### src/rtl/instruction_fetch.sv
// rtl/instruction_fetch.sv - fetch stage: PC, combinational imem address, IF/ID register
// Optional halt-on-HALT_WORD behaviour is enabled by defining IF_HALT_EN.
module instruction_fetch #(
    parameter int                    ADDR_WIDTH = 10,
    parameter int                    DATA_WIDTH = 32,
    parameter logic [ADDR_WIDTH-1:0] RESET_PC   = '0,
    parameter logic [DATA_WIDTH-1:0] NOP_WORD   = '0,
    parameter logic [DATA_WIDTH-1:0] HALT_WORD  = '1
) (
    input  logic                  clk,
    input  logic                  reset,
    input  logic                  stall,
    input  logic                  redirect,
    input  logic [ADDR_WIDTH-1:0] redirect_pc,
    output logic [ADDR_WIDTH-1:0] imem_address,
    input  logic [DATA_WIDTH-1:0] imem_instruction,
    output logic [DATA_WIDTH-1:0] if_id_instruction,
    output logic [ADDR_WIDTH-1:0] if_id_pc,
    output logic [ADDR_WIDTH-1:0] if_id_pc_next,
    output logic                  if_id_valid,
    output logic                  halted
);

    localparam logic [ADDR_WIDTH-1:0] PC_ONE = {{(ADDR_WIDTH-1){1'b0}}, 1'b1};

    logic [ADDR_WIDTH-1:0] pc_q, pc_d;
    logic [DATA_WIDTH-1:0] instr_q, instr_d;
    logic [ADDR_WIDTH-1:0] id_pc_q, id_pc_d;
    logic [ADDR_WIDTH-1:0] id_pc_next_q, id_pc_next_d;
    logic                  valid_q, valid_d;
    logic [ADDR_WIDTH-1:0] pc_plus1;

    // frozen: HALTED state; halt_hit: the halt word is being taken this edge
    logic frozen;
    logic halt_hit;

`ifdef IF_HALT_EN
    typedef enum logic {
        S_RUN    = 1'b0,
        S_HALTED = 1'b1
    } state_t;

    state_t state_q, state_d;

    always_ff @(posedge clk) begin
        if (reset) begin
            state_q <= S_RUN;
        end else begin
            state_q <= state_d;
        end
    end

    always_comb begin
        state_d = state_q;
        if (state_q == S_RUN && !redirect && !stall && imem_instruction == HALT_WORD) begin
            state_d = S_HALTED;
        end
    end

    always_comb begin
        frozen   = (state_q == S_HALTED);
        halt_hit = (state_q == S_RUN) && (state_d == S_HALTED);
        halted   = frozen;
    end
`else
    assign frozen   = 1'b0;
    assign halt_hit = 1'b0;
    assign halted   = 1'b0;
`endif

    assign pc_plus1 = pc_q + PC_ONE;

    always_comb begin
        pc_d         = pc_q;
        instr_d      = instr_q;
        id_pc_d      = id_pc_q;
        id_pc_next_d = id_pc_next_q;
        valid_d      = valid_q;
        if (frozen) begin
            pc_d = pc_q;
        end else if (redirect) begin
            // squash the slot but keep its pc fields for debug visibility
            pc_d    = redirect_pc;
            instr_d = NOP_WORD;
            valid_d = 1'b0;
        end else if (stall) begin
            pc_d = pc_q;
        end else if (halt_hit) begin
            instr_d = NOP_WORD;
            valid_d = 1'b0;
        end else begin
            pc_d         = pc_plus1;
            instr_d      = imem_instruction;
            id_pc_d      = pc_q;
            id_pc_next_d = pc_plus1;
            valid_d      = 1'b1;
        end
    end

    always_ff @(posedge clk) begin
        if (reset) begin
            pc_q         <= RESET_PC;
            instr_q      <= NOP_WORD;
            id_pc_q      <= '0;
            id_pc_next_q <= '0;
            valid_q      <= 1'b0;
        end else begin
            pc_q         <= pc_d;
            instr_q      <= instr_d;
            id_pc_q      <= id_pc_d;
            id_pc_next_q <= id_pc_next_d;
            valid_q      <= valid_d;
        end
    end

    assign imem_address      = pc_q;
    assign if_id_instruction = instr_q;
    assign if_id_pc          = id_pc_q;
    assign if_id_pc_next     = id_pc_next_q;
    assign if_id_valid       = valid_q;

endmodule

### config.mk
export PLATFORM = sky130hd
export DESIGN_NAME = instruction_fetch
export DESIGN_NICKNAME = d
export VERILOG_FILES = /design/src/rtl/instruction_fetch.sv
export SDC_FILE = /design/constraint.sdc
export NUM_CORES = 1
export LEC_CHECK = 0
export BUFFER_PORTS_ARGS = -buffer_cell sky130_fd_sc_hd__buf_2
export CAP_MARGIN = 20
export CELL_PAD_IN_SITES_DETAIL_PLACEMENT = 1
export CELL_PAD_IN_SITES_GLOBAL_PLACEMENT = 2
export CORE_ASPECT_RATIO = 1.25
export CORE_MARGIN = 5
export CORE_UTILIZATION = 26
export CTS_CLUSTER_DIAMETER = 30
export CTS_CLUSTER_SIZE = 14
export DETAILED_ROUTE_END_ITERATION = 16
export GPL_TIMING_DRIVEN = 0
export HOLD_SLACK_MARGIN = 0.03
export PLACE_DENSITY_LB_ADDON = 0.1
export SLEW_MARGIN = 0
export SYNTH_ARGS = -nofsm -noshare
export SYNTH_HDL_FRONTEND = slang
export SYNTH_SLANG_ARGS = --single-unit
export TNS_END_PERCENT = 100
### constraint.sdc
create_clock -name clk -period 1.9 [get_ports clk]
set_input_delay 0.095 -clock clk [delete_from_list [all_inputs] [get_ports clk]]
set_output_delay 0.095 -clock clk [all_outputs]
set_load 0.005 [all_outputs]
==> metrics.txt, run 1 <==
RSZ-0062 raised after global routing no; final count of pins violating max slew 0; die outline height 120 um; Cell Area, Synth 2510 um^2; level count of the clock H-tree 3; total negative slack for setup checks 0 ns; fill count approximately 1100; most common cell after layout, fill and taps aside sky130_fd_sc_hd__buf_2; count of warnings emitted by yosys 0; global-route wire length before repair 13200 um; setup bufs post-CTS 0; kind of launch point of the worst setup path flop; flops & latches, synth 63; share of layout cells above drive strength 1 roughly 32%; area used by sequential logic in the layout 1260 um^2; total overflow reported by the global router 0; critical path capture point type flop; upper clock frequency limit 571 MHz; quantity of I/O buffers inserted on ports 108; Clk pin slew, worst setup/hold paths 0.05 ns; Post-Synth Adder-Cell Area 0.498%; worst voltage drop across the vdd grid 435 uV; Final Wtd Congestion slightly above 0.7; Clock Path Buffers 2; largest net degree at the start of global routing 11; vias after detailed routing 2504; TritonCTS clock tree yes; Critical Path AT 2.00 ns; number of violations reported at the end of detailed-routing iteration 0 18; count of nets left with antenna violations after detail routing 0; share of the clock period used by the worst path after layout 92.2%; total core area 9560 um^2; simple-gate share of the synthesized area 17.5%; final routed DRC violation total 0; number of enable flip-flop cells after synthesis 0; Site Rows 40; share of the synthesized area in compound gates (AO/OA/AOI/OAI) a little under an eighth; net count of the mapped netlist 320; Mapped Cells around 270; number of nets at the end of the flow 474; overall die width 97.9 um; average instance area after synthesis slightly above 9 um^2; signed area change from the synthesized netlist to the final layout 52.4%; number of endpoints with negative hold slack in the final report 0; number of global-route vias before repair 2633; post-synthesis async set-or-reset flop share 0%; post-cts repair resize count 0; detailed placement HPWL 5990 um; number of different library cells in the post-synthesis netlist 39; data required time of the critical path 2.15 ns; multiplexer share of the synthesized area 13.2%; antenna violations before repair 0; first drt pass iteration count 4; Clock Sink Count 63; cell at the root of the clock tree sky130_fd_sc_hd__clkbuf_16; total die area 11700 um^2; starting density of the core between 20% and 30%; number of vias per cell 4.49; clk_skew 0.00681 ns; worst min path class input pin to flop; sequential share of the synthesized area approximately 50%; leading cell types in the layout, fill and taps excluded sky130_fd_sc_hd__buf_2 (117), sky130_fd_sc_hd__dfxtp_1 (63), sky130_fd_sc_hd__nor2_1 (45); area share of xor/xnor cells in the synthesized design 2.44%; main combinational cell family by area after synthesis simple AND/OR/NAND/NOR gates; worst hold margin 0.0472 ns; headroom to the max-slew limit 59.2%; PD cells roughly 860 nW/um^2; critical path start-end classification flop to flop; Primary FF master, synth sky130_fd_sc_hd__dfxtp_1; total routing resource utilization after global routing 14.0%; final setup fails 0; I/O Pins 110; final critical-path required period 1.75 ns; transition at the pin with the smallest max-transition slack 0.610 ns; routed wire length around 8000 um; leakage power figure 0.00177 uW; number of violations of the max-capacitance limit 0; per-cell routed wire length about 14 um; clock buffer count from CTS 9; multi-input logic area 1140 um^2; post-route cell area 3830 um^2; post-detailed-placement cell area 3210 um^2; status finished, final reports clean; clock insertion delay at the later pin of the skew report 0.33 ns; Worst Path Max Fanout 7
-- Yosys cell counts (all sizes together), types with 3 or more instances --
cell    count  area share (%)
a211oi      5             1.5
dfxtp      63              50
nand2      32             4.8
nand3       3            0.80
a311oi      7             2.7
nor3        4            0.80
buf        12             2.5
nor2       45             6.7
clkbuf      9             1.3
inv         4            0.60
mux2i      32              13
or3         5             1.2
a21oi      16             3.2
xnor2       6             2.1
o21ai       5             1.0
-- metrics by stage --
step           total power [uW]  util [%]  std cells  worst slack (ns)
6_report                   3280      40.1        558             0.148
5_1_grt                    3450      40.0        557            0.0296
4_1_cts                    3340      40.0        557             0.123
3_5_place_dp               1790      33.6        507             0.140
3_3_place_gp               1780      33.6        507             0.151
2_1_floorplan              1630         -        273             0.355
-- worst max-delay path, stage by stage (launching register included) --
cell and delay [ns]:
sky130_fd_sc_hd__dfxtp_1 0.46, sky130_fd_sc_hd__ha_1 0.29, sky130_fd_sc_hd__nand3_1 0.22, sky130_fd_sc_hd__or4_4 0.54, sky130_fd_sc_hd__a31oi_1 0.16
-- power by group --
| group | internal, uW | switching (uW) | leakage (uW) |
|---|---|---|---|
| Clock | 902 | 569 | 0.000131 |
| Combinational | 203 | 180 | 0.00112 |
| Sequential | 1380 | 46.2 | 0.000515 |
| Total | 2480 | 796 | 0.00177 |
-- layer usage --
layer | up-vias | track usage [%] | wire [um]
li1 | 1249 | - | -
met1 | 1163 | 15.3 | 3230
met2 | 83 | 24.1 | 4020
met3 | 9 | 5.81 | 651
met4 | 0 | 5.28 | 140
met5 | - | 0 | 0
-- final cells by class --
class / count / area share, %
clock buffer: 11 / 6.34
tap: 126 / 4.12
antenna: 1 / 0.0653
multi-input combinational: 185 / 29.8
timing repair buffer: 143 / 23.3
inverter: 4 / 0.392
clock inverter: 4 / 0.588
sequential: 63 / 32.9
buffer: 21 / 2.55
-- sequential cells by signal (all words and copies together) (netlist names) --
signal / flops
if_id_pc_next: 10
if_id_instruction: 32
if_id_pc: 10
if_id_valid: 1
imem_address: 10
-- worst paths after layout --
kind | start | to | slack [ns] | depth (start not counted)
setup reg to reg | imem_address[0] | if_id_pc_next[8] | 0.15 | 4
hold / removal | redirect_pc[2] | imem_address[2] | 0.05 | 3
hold reg to reg | if_id_pc[6] | if_id_pc[6] | 0.45 | 2
setup / recovery | imem_address[0] | if_id_pc_next[8] | 0.15 | 4
-- cell families after synthesis --
| logic type | count (synthesis) |
|---|---|
| flip-flops | 63 |
| AO/OA/AOI/OAI | 43 |
| multiplexers | 33 |
| buffers and inverters | 25 |
| adder cells (fa/ha/maj) | 1 |
| other | 1 |
| AND/OR/NAND/NOR | 100 |
| XOR/XNOR | 7 |
-- timing repair --
| item | in CTS | in global routing |
|---|---|---|
| hold endpoints to repair | 35 | 0 |
| endpoints found under the setup margin | 0 | 0 |
| hold buffers | 35 | 0 |
(Power assumes the default switching activity.)
==> inputs of run 2 (changes only) <==
--- a/config.mk
+++ b/config.mk
@@ -11,7 +11,7 @@
 export CELL_PAD_IN_SITES_GLOBAL_PLACEMENT = 2
 export CORE_ASPECT_RATIO = 1.25
 export CORE_MARGIN = 5
-export CORE_UTILIZATION = 26
+export CORE_UTILIZATION = 24
 export CTS_CLUSTER_DIAMETER = 30
 export CTS_CLUSTER_SIZE = 14
 export DETAILED_ROUTE_END_ITERATION = 16
==> metrics.txt, run 2 (synthesis results as in run 1) <==
Worst Hold Depth 3 (unchanged); headroom to the max-slew limit 60.3% (was 59.2%); routed wire length 8360 um (was 8040 um); critical path start-end classification flop to flop (unchanged); TritonCTS clock tree yes (unchanged); final routed DRC violation total 0 (unchanged); global-route wire length before repair 13800 um (was 13200 um); count of nets left with antenna violations after detail routing 0 (unchanged); most common cell after layout, fill and taps aside sky130_fd_sc_hd__buf_2 (unchanged); Site Rows 41 (was 40); start point of the worst min-delay path imem_instruction[20] (was redirect_pc[2]); level count of the clock H-tree 3 (unchanged); critical path startpoint imem_address[0] (unchanged); vias after detailed routing 2514 (was 2504); Clock Sink Count 63 (unchanged); switching power share of the total 23.8% (was 24.3%); first drt pass iteration count 4 (unchanged); final critical-path required period 1.74 ns (was 1.75 ns); data required time of the critical path 2.15 ns (about the same); kind of launch point of the worst setup path flop (unchanged); Setup WS pre-CTS 0.161 ns (was 0.140 ns); number of global-route vias before repair 2670 (was 2633); part of the total power dissipated in the clock network 45.3% (was 44.9%); leading cell types in the layout, fill and taps excluded sky130_fd_sc_hd__buf_2 (117), sky130_fd_sc_hd__dfxtp_1 (63), sky130_fd_sc_hd__nor2_1 (45) (unchanged); worst voltage drop across the vdd grid 391 uV (was 435 uV); total core area 10200 um^2 (was 9560 um^2); quantity of I/O buffers inserted on ports 108 (unchanged); clock buffer count from CTS 9 (unchanged); die outline height 124 um (was 120 um); number of vias per cell 4.51 (was 4.49); length in cells of the worst reg-to-reg path 4 (unchanged); overall die width 102 um (was 97.9 um); critical path capture point type flop (unchanged); multi-input logic area 1140 um^2 (unchanged); post-route cell area 3810 um^2 (was 3830 um^2); Clock Path Buffers 2 (unchanged); largest net degree at the start of global routing 11 (unchanged); Worst Path Max Fanout 7 (unchanged); antenna violations before repair 0 (unchanged); clk_skew 0.00439 ns (was 0.00681 ns); signed area change from the synthesized netlist to the final layout 51.6% (was 52.4%); Placed Cells incl. Taps 510 (was 507); total routing resource utilization after global routing 13.9% (was 14.0%); total overflow reported by the global router 0 (unchanged); total die area 12600 um^2 (was 11700 um^2); Critical Path AT 1.99 ns (was 2.00 ns); number of violations of the max-capacitance limit 0 (unchanged); net switching component of the power 787 uW (was 796 uW); Final Wtd Congestion 0.685 (was 0.710); Int Power 2520 uW (was 2480 uW); post-detailed-placement cell area 3220 um^2 (was 3210 um^2); transition at the pin with the smallest max-transition slack 0.596 ns (was 0.610 ns); clock insertion delay at the later pin of the skew report 0.33 ns (about the same); number of nets at the end of the flow 472 (was 474); Clk pin slew, worst setup/hold paths 0.05 ns (about the same); final setup fails 0 (unchanged); RSZ-0062 raised after global routing no (unchanged); per-cell routed wire length 15.0 um (was 14.4 um); status finished, final reports clean (unchanged); startpoint of the most critical register-to-register path imem_address[0] (unchanged); non-filler instance count after layout 557 (was 558); total negative slack for setup checks 0 ns (unchanged); starting density of the core 24.7% (was 26.3%); PD cells 867 nW/um^2 (was 856 nW/um^2); cell at the root of the clock tree sky130_fd_sc_hd__clkbuf_16 (unchanged); share of the clock period used by the worst path after layout 91.4% (was 92.2%); number of inserted diodes 0 (was 1); fill count 1214 (was 1147); post-layout util 37.5% (was 40.1%); power share of the combinational group 11.6% (was 11.7%); number of endpoints with negative hold slack in the final report 0 (unchanged); area used by sequential logic in the layout 1260 um^2 (unchanged); detailed placement HPWL 6130 um (was 5990 um); worst min path class input pin to flop (unchanged); number of violations reported at the end of detailed-routing iteration 0 60 (was 18); post-route worst setup slack 0.163 ns (was 0.148 ns); share of layout cells above drive strength 1 31.8% (was 32.0%); final count of pins violating max slew 0 (unchanged); flip-flop count of the largest register after layout 32 (unchanged); leakage power figure 0.00176 uW (was 0.00177 uW); I/O Pins 110 (unchanged); register share of total power 43.1% (was 43.4%); upper clock frequency limit 576 MHz (was 571 MHz)
[run 2: cell count changes in the layout (fill, tap and decap cells not counted)]
cell,delta
sky130_fd_sc_hd__clkbuf_1,+1
sky130_fd_sc_hd__clkbuf_8,+1
sky130_fd_sc_hd__clkinv_2,-2
sky130_fd_sc_hd__clkinvlp_4,-1
sky130_fd_sc_hd__diode_2,-1
sky130_fd_sc_hd__dlygate4sd3_1,-2
[run 2: timing repair]
item,4_1_cts,5_1_grt
resized for setup,0,0
endpoints found under the hold margin,33,0
setup buffers,0,0
hold buffers,33,0
setup endpoints to repair,0,0
[run 2: through the flow]
step / hold slack (ns) / power [uW]
2_1_floorplan: 0.239 / 1630
3_3_place_gp: 0.325 / 1780
3_5_place_dp: 0.333 / 1790
4_1_cts: 0.0311 / 3370
5_1_grt: 0.0348 / 3470
6_report: 0.0298 / 3300
[run 2: final timing paths]
path / end / slack [ns]
worst min-delay path: if_id_instruction[20] / 0.03
worst max-delay path: if_id_pc_next[8] / 0.16
worst min register to register: if_id_valid / 0.45
worst max register to register: if_id_pc_next[8] / 0.16
[run 2: metal layers]
layer	GRT usage (%)	wire, um	part of all wire [%]
met5	0	0	0
met4	5.40	131	1.6
met3	5.27	667	8.0
met2	23.6	4220	51
met1	15.4	3340	40
[run 2: final cells by class]
cell class | instances | area share [%]
inverters | 4 | 0.394
clock inverters | 1 | 0.131
clock buffers | 13 | 6.83
multi-input cells | 185 | 29.9
well taps | 129 | 4.24
plain buffers | 21 | 2.56
repair buffers | 141 | 22.8
flip-flops and latches | 63 | 33.1
[run 2: critical path: stages, from the launching register on]
cell and delay (ns):
sky130_fd_sc_hd__dfxtp_1 0.46, sky130_fd_sc_hd__ha_1 0.28, sky130_fd_sc_hd__nand3_1 0.23, sky130_fd_sc_hd__or4_4 0.54, sky130_fd_sc_hd__a31oi_1 0.16
[run 2: power by group through the flow]
stage / registers (uW) / clock network, uW / logic [uW]
after CTS: 1430 / 1550 / 391
final: 1430 / 1500 / 382
after detailed placement: 1450 / 0 / 338
after global routing: 1430 / 1610 / 431
after global placement: 1450 / 0 / 333
after floorplan: 1450 / 0 / 175
==> inputs of run 3 (changes only) <==
--- a/config.mk
+++ b/config.mk
@@ -8,7 +8,7 @@
 export BUFFER_PORTS_ARGS = -buffer_cell sky130_fd_sc_hd__buf_2
 export CAP_MARGIN = 20
 export CELL_PAD_IN_SITES_DETAIL_PLACEMENT = 1
-export CELL_PAD_IN_SITES_GLOBAL_PLACEMENT = 2
+export CELL_PAD_IN_SITES_GLOBAL_PLACEMENT = 1
 export CORE_ASPECT_RATIO = 1.25
 export CORE_MARGIN = 5
 export CORE_UTILIZATION = 24
==> metrics.txt, run 3 (synthesis results as in run 1) <==
flip-flop count of the largest register after layout 32 (unchanged); post-cts repair resize count 0 (unchanged); headroom to the max-slew limit 63.3% (was 60.3%); most common cell after layout, fill and taps aside sky130_fd_sc_hd__buf_2 (unchanged); Clock Path Buffers 2 (unchanged); worst min path class input pin to flop (unchanged); I/O Pins 110 (unchanged); critical path startpoint imem_address[0] (unchanged); startpoint of the most critical register-to-register path imem_address[0] (unchanged); fill count 1234 (was 1214); per-cell routed wire length 14.8 um (was 15.0 um); number of nets at the end of the flow 474 (was 472); critical path capture point type flop (unchanged); final setup fails 0 (unchanged); final count of pins violating max slew 0 (unchanged); critical path start-end classification flop to flop (unchanged); final critical-path required period 1.73 ns (was 1.74 ns); antenna violations before repair 1 (was 0); length in cells of the worst reg-to-reg path 4 (unchanged); data required time of the critical path 2.15 ns (about the same); post-detailed-placement cell area 3220 um^2 (unchanged); end point of the worst hold path imem_address[6] (was if_id_instruction[20]); share of layout cells above drive strength 1 32.2% (was 31.8%); start point of the worst min-delay path redirect_pc[6] (was imem_instruction[20]); vias after detailed routing 2492 (was 2514); starting density of the core 24.7% (unchanged); clock buffer count from CTS 9 (unchanged); number of endpoints with negative hold slack in the final report 0 (unchanged); overall die width 102 um (unchanged); Clk pin slew, worst setup/hold paths 0.05 ns (about the same); total routing resource utilization after global routing 13.8% (was 13.9%); minimum setup slack among reg-to-reg paths 0.17 ns (was 0.16 ns); total negative slack for setup checks 0 ns (unchanged); global-route wire length before repair 13700 um (was 13800 um); Worst Hold Depth 3 (unchanged); quantity of I/O buffers inserted on ports 108 (unchanged); worst voltage drop across the vdd grid 388 uV (was 391 uV); first drt pass iteration count 4 (unchanged); total overflow reported by the global router 0 (unchanged); kind of launch point of the worst setup path flop (unchanged); upper clock frequency limit 577 MHz (was 576 MHz); share of the clock period used by the worst path after layout 91.2% (was 91.4%); status finished, final reports clean (unchanged); die outline height 124 um (unchanged); signed area change from the synthesized netlist to the final layout 54.2% (was 51.6%); total core area 10200 um^2 (unchanged); number of violations reported at the end of detailed-routing iteration 0 54 (was 60); largest net degree at the start of global routing 11 (unchanged); delay of the slowest cell on the worst path 0.54 ns (about the same); cell at the root of the clock tree sky130_fd_sc_hd__clkbuf_16 (unchanged); leading cell types in the layout, fill and taps excluded sky130_fd_sc_hd__buf_2 (117), sky130_fd_sc_hd__dfxtp_1 (63), sky130_fd_sc_hd__nor2_1 (45) (unchanged); number of vias per cell 4.44 (was 4.51); post-layout util 38.2% (was 37.5%); number of global-route vias before repair 2742 (was 2670); post-route cell area 3880 um^2 (was 3810 um^2); Largest delay share family, worst path simple AND/OR/NAND/NOR gates (unchanged); worst flop-to-flop path endpoint if_id_pc_next[8] (unchanged); number of inserted diodes 0 (unchanged); Site Rows 41 (unchanged); Worst Path Max Fanout 7 (unchanged); sequence of cells on the critical path ha_1 > nand3_1 > or4_4 > a31oi_1 (unchanged); Critical Path AT 1.98 ns (was 1.99 ns); detailed placement HPWL 6080 um (was 6130 um); clock insertion delay at the later pin of the skew report 0.33 ns (about the same); number of violations of the max-capacitance limit 0 (unchanged); total die area 12600 um^2 (unchanged); final routed DRC violation total 0 (unchanged); count of nets left with antenna violations after detail routing 0 (unchanged); critical-path cell with the highest stage delay sky130_fd_sc_hd__or4_4 (unchanged); leakage power figure 0.00179 uW (was 0.00176 uW); number of buffer and inverter stages on the critical path 0 (unchanged); PD cells 904 nW/um^2 (was 867 nW/um^2); level count of the clock H-tree 3 (unchanged); TritonCTS clock tree yes (unchanged); clk_skew 0.00411 ns (was 0.00439 ns); RSZ-0062 raised after global routing no (unchanged); total power draw 3500 uW (was 3300 uW); Clock Sink Count 63 (unchanged); transition at the pin with the smallest max-transition slack 0.549 ns (was 0.596 ns); routed wire length 8290 um (was 8360 um); Final Wtd Congestion 0.749 (was 0.685)
==> run 3: cell types whose count changed in the layout (fill, tap and decap cells not counted) <==
cell and delta:
sky130_fd_sc_hd__bufinv_16 +1, sky130_fd_sc_hd__clkbuf_8 +1, sky130_fd_sc_hd__clkinv_2 +1, sky130_fd_sc_hd__clkbuf_1 -1, sky130_fd_sc_hd__dlygate4sd3_1 +2
==> run 3: layer usage <==
layer / GRT usage [%] / part of all wire (%)
met5: 0 / 0.24
met4: 6.10 / 1.9
met3: 4.99 / 8.8
met2: 23.1 / 48
met1: 15.5 / 41
==> run 3: worst register-to-register path, cell delays in order (launching register included) <==
cell and delay (ns):
sky130_fd_sc_hd__dfxtp_1 0.45, sky130_fd_sc_hd__ha_1 0.28, sky130_fd_sc_hd__nand3_1 0.23, sky130_fd_sc_hd__or4_4 0.54, sky130_fd_sc_hd__a31oi_1 0.16
==> run 3: worst max-delay path by stage <==
stage | to | slack (ns) | cells past startpoint
2_1_floorplan | if_id_pc_next[8] | 0.36 | 4
3_3_place_gp | if_id_pc_next[8] | 0.17 | 4
4_1_cts | if_id_pc_next[8] | 0.14 | 4
5_1_grt | if_id_pc_next[8] | 0.03 | 4
3_5_place_dp | if_id_pc_next[8] | 0.15 | 4
6_report | if_id_pc_next[8] | 0.17 | 4
==> run 3: through the flow <==
stage | cells | worst slack (ns) | hold slack (ns)
2_1_floorplan | 273 | 0.355 | 0.239
3_3_place_gp | 510 | 0.174 | 0.324
3_5_place_dp | 510 | 0.153 | 0.334
4_1_cts | 561 | 0.141 | 0.0331
5_1_grt | 561 | 0.0309 | 0.0539
6_report | 561 | 0.167 | 0.0495
==> run 3: report_power, final <==
group	internal, uW	switching [uW]	leakage [uW]
sequential	1380	46.1	0.000515
clock	1120	575	0.000156
combinational	203	182	0.00112
total	2700	803	0.00179
==> run 3: layout make-up <==
| cell class | instances | area [um^2] | share of cell area, % |
|---|---|---|---|
| Sequential cell | 63 | 1260 | 32.5 |
| Multi-Input combinational cell | 185 | 1140 | 29.4 |
| Timing Repair Buffer | 143 | 891 | 23.0 |
| Clock buffer | 13 | 270 | 6.97 |
| Tap cell | 129 | 161 | 4.16 |
| Buffer | 21 | 97.6 | 2.52 |
| Clock inverter | 3 | 40.0 | 1.03 |
| Inverter | 4 | 15.0 | 0.387 |
==> run 3: what timing repair did <==
item / in CTS / in global routing
hold endpoints to repair: 35 / 0
setup endpoints to repair: 0 / 0
hold buffers: 35 / 0
buffers inserted: 0 / 0
